`config.mk`:
```
export PLATFORM = sky130hd
export DESIGN_NAME = wide_bus_assembler
export DESIGN_NICKNAME = d
export VERILOG_FILES = /design/src/rtl/wide_bus_assembler.sv
export SDC_FILE = /design/constraint.sdc
export NUM_CORES = 2
export LEC_CHECK = 0
export BUFFER_PORTS_ARGS = -buffer_cell sky130_fd_sc_hd__buf_2
export CAP_MARGIN = 5
export CORE_MARGIN = 4
export CORE_UTILIZATION = 25
export DETAILED_ROUTE_END_ITERATION = 16
export PLACE_DENSITY = 0.41
export SYNTH_ARGS = -nofsm -noshare
export SYNTH_HDL_FRONTEND = slang
export SYNTH_SLANG_ARGS = --single-unit
```
`constraint.sdc`:
```
create_clock -name main_clk_100mhz -period 3.6 [get_ports main_clk_100mhz]
set_input_delay 0.54 -clock main_clk_100mhz [delete_from_list [all_inputs] [get_ports main_clk_100mhz]]
set_output_delay 0.54 -clock main_clk_100mhz [all_outputs]
set_load 0.05 [all_outputs]
```
`src/rtl/wide_bus_assembler.sv`:
```
// Collects IN_W-bit valid/ready beats into an OUT_W-bit frame and holds it on a valid/ready output.
// Optional WIDE_ASM_OVERLAP_EN: keep filling the accumulator while the previous frame is held.
module wide_bus_assembler #(
    parameter  int IN_W  = 32,
    parameter  int OUT_W = 1024,
    parameter  int CNT_W = 16,
    localparam int BEATS = OUT_W / IN_W,
    localparam int IDX_W = (BEATS > 1) ? $clog2(BEATS) : 1
) (
    input  logic             main_clk_100mhz,
    input  logic             reset_n,
    input  logic [IN_W-1:0]  s_data,
    input  logic             s_valid,
    input  logic             s_last,
    output logic             s_ready,
    output logic [OUT_W-1:0] m_data,
    output logic             m_valid,
    input  logic             m_ready,
    output logic [IDX_W-1:0] beat_idx,
    output logic             frame_err,
    output logic [CNT_W-1:0] frame_count
);

    typedef enum logic [0:0] {
        FILL = 1'b0,
        HOLD = 1'b1
    } state_t;

    state_t             state;
    state_t             next_state;
    logic [OUT_W-1:0]   acc;
    logic [OUT_W-1:0]   assembled;
    logic               accept;
    logic               last_slot;
    logic               completing_beat;
    logic               complete;
    logic               handshake;

    always_comb begin
        m_valid         = (state == HOLD);
        last_slot       = (beat_idx == IDX_W'(BEATS - 1));
        completing_beat = last_slot || s_last;
`ifdef WIDE_ASM_OVERLAP_EN
        // Only the beat that would overwrite a still-held frame has to wait.
        s_ready         = !(m_valid && !m_ready && completing_beat);
`else
        s_ready         = !m_valid;
`endif
        accept          = s_valid && s_ready;
        complete        = accept && completing_beat;
        handshake       = m_valid && m_ready;
        // Upper slots of acc are always zero, so short frames arrive zero-padded.
        assembled       = acc;
        assembled[int'(beat_idx) * IN_W +: IN_W] = s_data;
    end

    always_comb begin
        next_state = state;
        case (state)
            FILL:    if (complete) next_state = HOLD;
            HOLD:    if (handshake && !complete) next_state = FILL;
            default: next_state = FILL;
        endcase
    end

    always_ff @(posedge main_clk_100mhz or negedge reset_n) begin
        if (!reset_n) begin
            state <= FILL;
        end else begin
            state <= next_state;
        end
    end

    always_ff @(posedge main_clk_100mhz or negedge reset_n) begin
        if (!reset_n) begin
            acc         <= '0;
            m_data      <= '0;
            beat_idx    <= '0;
            frame_err   <= 1'b0;
            frame_count <= '0;
        end else begin
            if (accept) begin
                if (completing_beat) begin
                    acc      <= '0;
                    beat_idx <= '0;
                    m_data   <= assembled;
                end else begin
                    acc      <= assembled;
                    beat_idx <= beat_idx + IDX_W'(1);
                end
            end
            frame_err <= complete && !last_slot;
            if (handshake) begin
                frame_count <= frame_count + CNT_W'(1);
            end
        end
    end

endmodule

```
==> Implementation_results.wiki <==
{| class="wikitable"
! Metric !! Value
|-
| Status || finished clean
|-
| Number of nets in the layout || 9102
|-
| Commonest cells post-synth || sky130_fd_sc_hd__dfrtp_1, sky130_fd_sc_hd__nand2_1, sky130_fd_sc_hd__o2bb2ai_1
|-
| Chip height || around 600 um
|-
| Total routing usage reported by global routing || a little under a quarter
|-
| Pwr/cell area || ~550 mW/mm^2
|-
| Ports placed on the boundary || 1085
|-
| Violation count after the first detailed-routing iteration || roughly 6k
|-
| Unrepaired setup endpoints after global routing || no
|-
| Drt wl/cell || about 31 um
|-
| Clock-pin slew on the worst setup and hold paths || 0.06 ns
|-
| Maximum level of the CTS H-tree || 4
|-
| Share of layout cells above drive strength 1 || a little over a fifth
|-
| Total number of vias || 70.44k
|-
| Min Clock Period, post-route || ~3.5 ns
|-
| Skew final || 0.06960 ns
|-
| Switch share || 32.82%
|-
| Maximum vdd drop || 0.0005611 V
|-
| DP HPWL || just over 300000 um
|-
| Highest achievable clock rate || between 0.2 and 0.3 GHz
|-
| Path class of the lowest-slack min-delay path || in -> reg
|-
| Synthesized flop and latch total || approximately 2.1k
|-
| CP required || ~4.5 ns
|-
| Maxcap violations || 0
|-
| Max-slew violation count || 0
|-
| Area share of the leading cell type in the synthesized netlist || 59.30%
|-
| Arrival time at the worst endpoint || roughly 4.3 ns
|-
| Net count after synthesis || roughly 8k
|-
| Full die area || 0.3591 sq mm
|-
| Largest area contributor in the synthesized netlist || sky130_fd_sc_hd__dfrtp_1
|-
| Number of setup violations in the final report || 0
|-
| Most used flip-flop cell after synthesis || sky130_fd_sc_hd__dfrtp_1
|-
| Post-route ant nets || 0
|-
| Share of total power in combinational logic || between 10% and 20%
|-
| Vias in the first global route || between 70k and 80k
|-
| Top cells by area in the synthesized netlist || sky130_fd_sc_hd__dfrtp_1, sky130_fd_sc_hd__o2bb2ai_1, sky130_fd_sc_hd__mux2i_1
|-
| Part of the total power dissipated in sequential elements || between 30 and 40%
|-
| Maximum fanout encountered on the critical timing path || 32
|-
| Hold violation count in the final report || 0
|-
| Cell count after synthesis || about 8k
|-
| Area grow syn2layout || 24.85%
|-
| TritonCTS Sinks || just over 2k
|-
| Row Count || 216
|-
| Root cell of the clock tree || sky130_fd_sc_hd__clkbuf_16
|-
| Post-Synthesis Cell Area || roughly 0.087 sq mm
|-
| Maximum number of pins on one net before global-route repair || 180
|-
| Startpoint Class || register
|-
| Drt total wl || 434100 um
|-
| Yosys warning count || 0
|-
| Final Non-Filler Cells || roughly 14k
|-
| Cell-internal power || just over 40 mW
|-
| Dominant cell by count in the synthesized netlist || sky130_fd_sc_hd__dfrtp_1
|-
| Number of clock buffers inserted by TritonCTS || roughly 240
|-
| Avg Cell Area, Syn || about 11 sq um
|-
| Maximum buffer depth of the clock tree || 4
|-
| Net switching power figure || about 20 mW
|-
| Fraction of the cycle the final worst path needs || approximately 97%
|-
| Transition time at the pin with the least slew margin || around 1.1 ns
|-
| Placed cell area || 0.1006 sq mm
|-
| Share of power burned in the clock network || approximately 43%
|-
| CTS tree || yes
|-
| Worst-skew pair later-pin latency || between 0.9 and 1 ns
|-
| Global-route congestion overflow total || 0
|-
| Worst setup EP type || register
|-
| Leakage dissipation || 51.07 nW
|-
| Smallest hold slack || between 0.09 and 0.1 ns
|-
| Async set-or-reset flop fraction in the synthesized netlist || between 90% and 100%
|-
| Class of the most critical setup path || reg -> reg
|-
| Buffers on Ports || 1084
|-
| Number of enable-type register cells in the synthesized netlist || 0
|-
| DRC errors left || 0
|-
| Final Wtd Congestion || around 0.86
|-
| Layout Cell Area excl Fill || between 0.1 and 0.15 sq mm
|-
| First-pass GRT wire length || a little under 600000 um
|-
| Detailed-router iteration count before antenna repair || 5
|-
| Antenna violations before repair || 44
|-
| Drt via density || approximately 5.1
|-
| Number of distinct standard cells referenced by the synthesized netlist || 56
|-
| Area inside the core boundary || around 0.35 sq mm
|-
| Fill cells || around 36k
|-
| Post-placement cell count || 13.39k
|-
| Proportion of synthesized chip area in sequential cells || 59.30%
|-
| Headroom to the max-slew limit || roughly a quarter
|-
| Initial cell density of the core || around a quarter
|-
| Die Span X || about 600 um
|}
==> final timing paths <==
check	slack (ns)	from	to	depth (start not counted)
max in group asynchronous	2.03	reset_n	acc[602]	4
hold / removal	0.1	s_data[15]	acc[239]	3
hold reg to reg	0.47	m_data[171]	m_data[171]	2
setup / recovery	0.11	beat_idx[0]	acc[132]	9
setup reg to reg	0.11	beat_idx[0]	acc[132]	9
min in group asynchronous	0.23	reset_n	acc[757]	2
==> registers in the layout, summed over array words and instances, names as in the netlist <==
name,count
beat_idx,5
m_data,1024
m_valid,1
frame_count,16
frame_err,1
acc,1024
==> final cells by class <==
cell class                 instances  area (sq um)  area share (%)
sequential                      2071         51830           47.49
inverter                           5         18.77         0.01720
clock inverter                    90          1209           1.108
clock buffer                     362          7189           6.588
multi-input combinational       5231         32860           30.11
timing repair buffer            1508         10220           9.370
tap                             4578          5728           5.249
antenna                           27         67.56         0.06192
==> metal layers <==
| layer | track usage [%] | vias up | share of wire, % |
|---|---|---|---|
| li1 | - | 30870 | - |
| met3 | 4.619 | 604 | 6.3 |
| met1 | 29.71 | 36445 | 41 |
| met5 | 0 | - | 0.0030 |
| met2 | 38.05 | 2522 | 47 |
| met4 | 11.46 | 2 | 5.8 |
==> kinds of logic after synthesis <==
| family | share of synthesized area [%] |
|---|---|
| and+or+nand+nor | 11.64 |
| AOI/OAI and AO/OA | 16.77 |
| DFF | 59.30 |
| muxes | 8.455 |
| buffers and inverters | 3.579 |
| xor gates and xnor gates | 0.1904 |
| adders and majority gates | 0.07158 |
==> layout by cell type (no fill, tap or decap), drive strengths merged, types with 128 or more instances in the layout <==
cell type / Yosys / final
dfrtp: 2071 / 2071
buf: 261 / 1507
nand2: 1214 / 1214
o21ai: 910 / 910
o2bb2ai: 896 / 896
mux2i: 736 / 736
nand3: 432 / 432
nor2: 407 / 407
clkbuf: 468 / 362
a21oi: 164 / 164
a22o: 128 / 128
==> critical path: stages (launching register included) <==
cell and delay [ns]:
sky130_fd_sc_hd__dfrtp_2 0.41, sky130_fd_sc_hd__ha_1 0.20, sky130_fd_sc_hd__and3_1 0.18, sky130_fd_sc_hd__ha_1 0.20, sky130_fd_sc_hd__or4b_4 0.73, sky130_fd_sc_hd__a2111o_2 0.54, sky130_fd_sc_hd__nor3_2 0.40, sky130_fd_sc_hd__nand2_1 0.14
sky130_fd_sc_hd__buf_4 0.32, sky130_fd_sc_hd__o2bb2ai_1 0.22
==> through the flow <==
stage          setup slack (ns)  TNS [ns]  total power, mW  util (%)
6_report                 0.1127         0            60.56     31.42
5_1_grt                 0.02331         0            62.71     31.40
4_1_cts                 0.03287         0            61.38     31.40
3_5_place_dp           -0.02391   -0.1470            34.95     28.98
3_3_place_gp           -0.03430   -0.9854            34.90     28.98
2_1_floorplan           0.03231         0            29.19         -
==> power by group through the flow <==
stage | Clock [mW] | Combinational [mW] | Sequential (mW)
after floorplan | 0 | 4.62 | 24.6
after CTS | 26.8 | 10.9 | 23.6
after global routing | 27.8 | 11.3 | 23.6
final | 26.2 | 10.8 | 23.6
after detailed placement | 0 | 10.9 | 24.1
after global placement | 0 | 10.8 | 24.1
==> repair_timing <==
item,in CTS,in global routing
endpoints found under the hold margin,47,0
pin swaps,0,1
buffers inserted,0,0
setup endpoints to repair,88,77
resized for setup,2,2
hold buffers,1,0
Note: power is estimated with default switching activity, not from simulation.
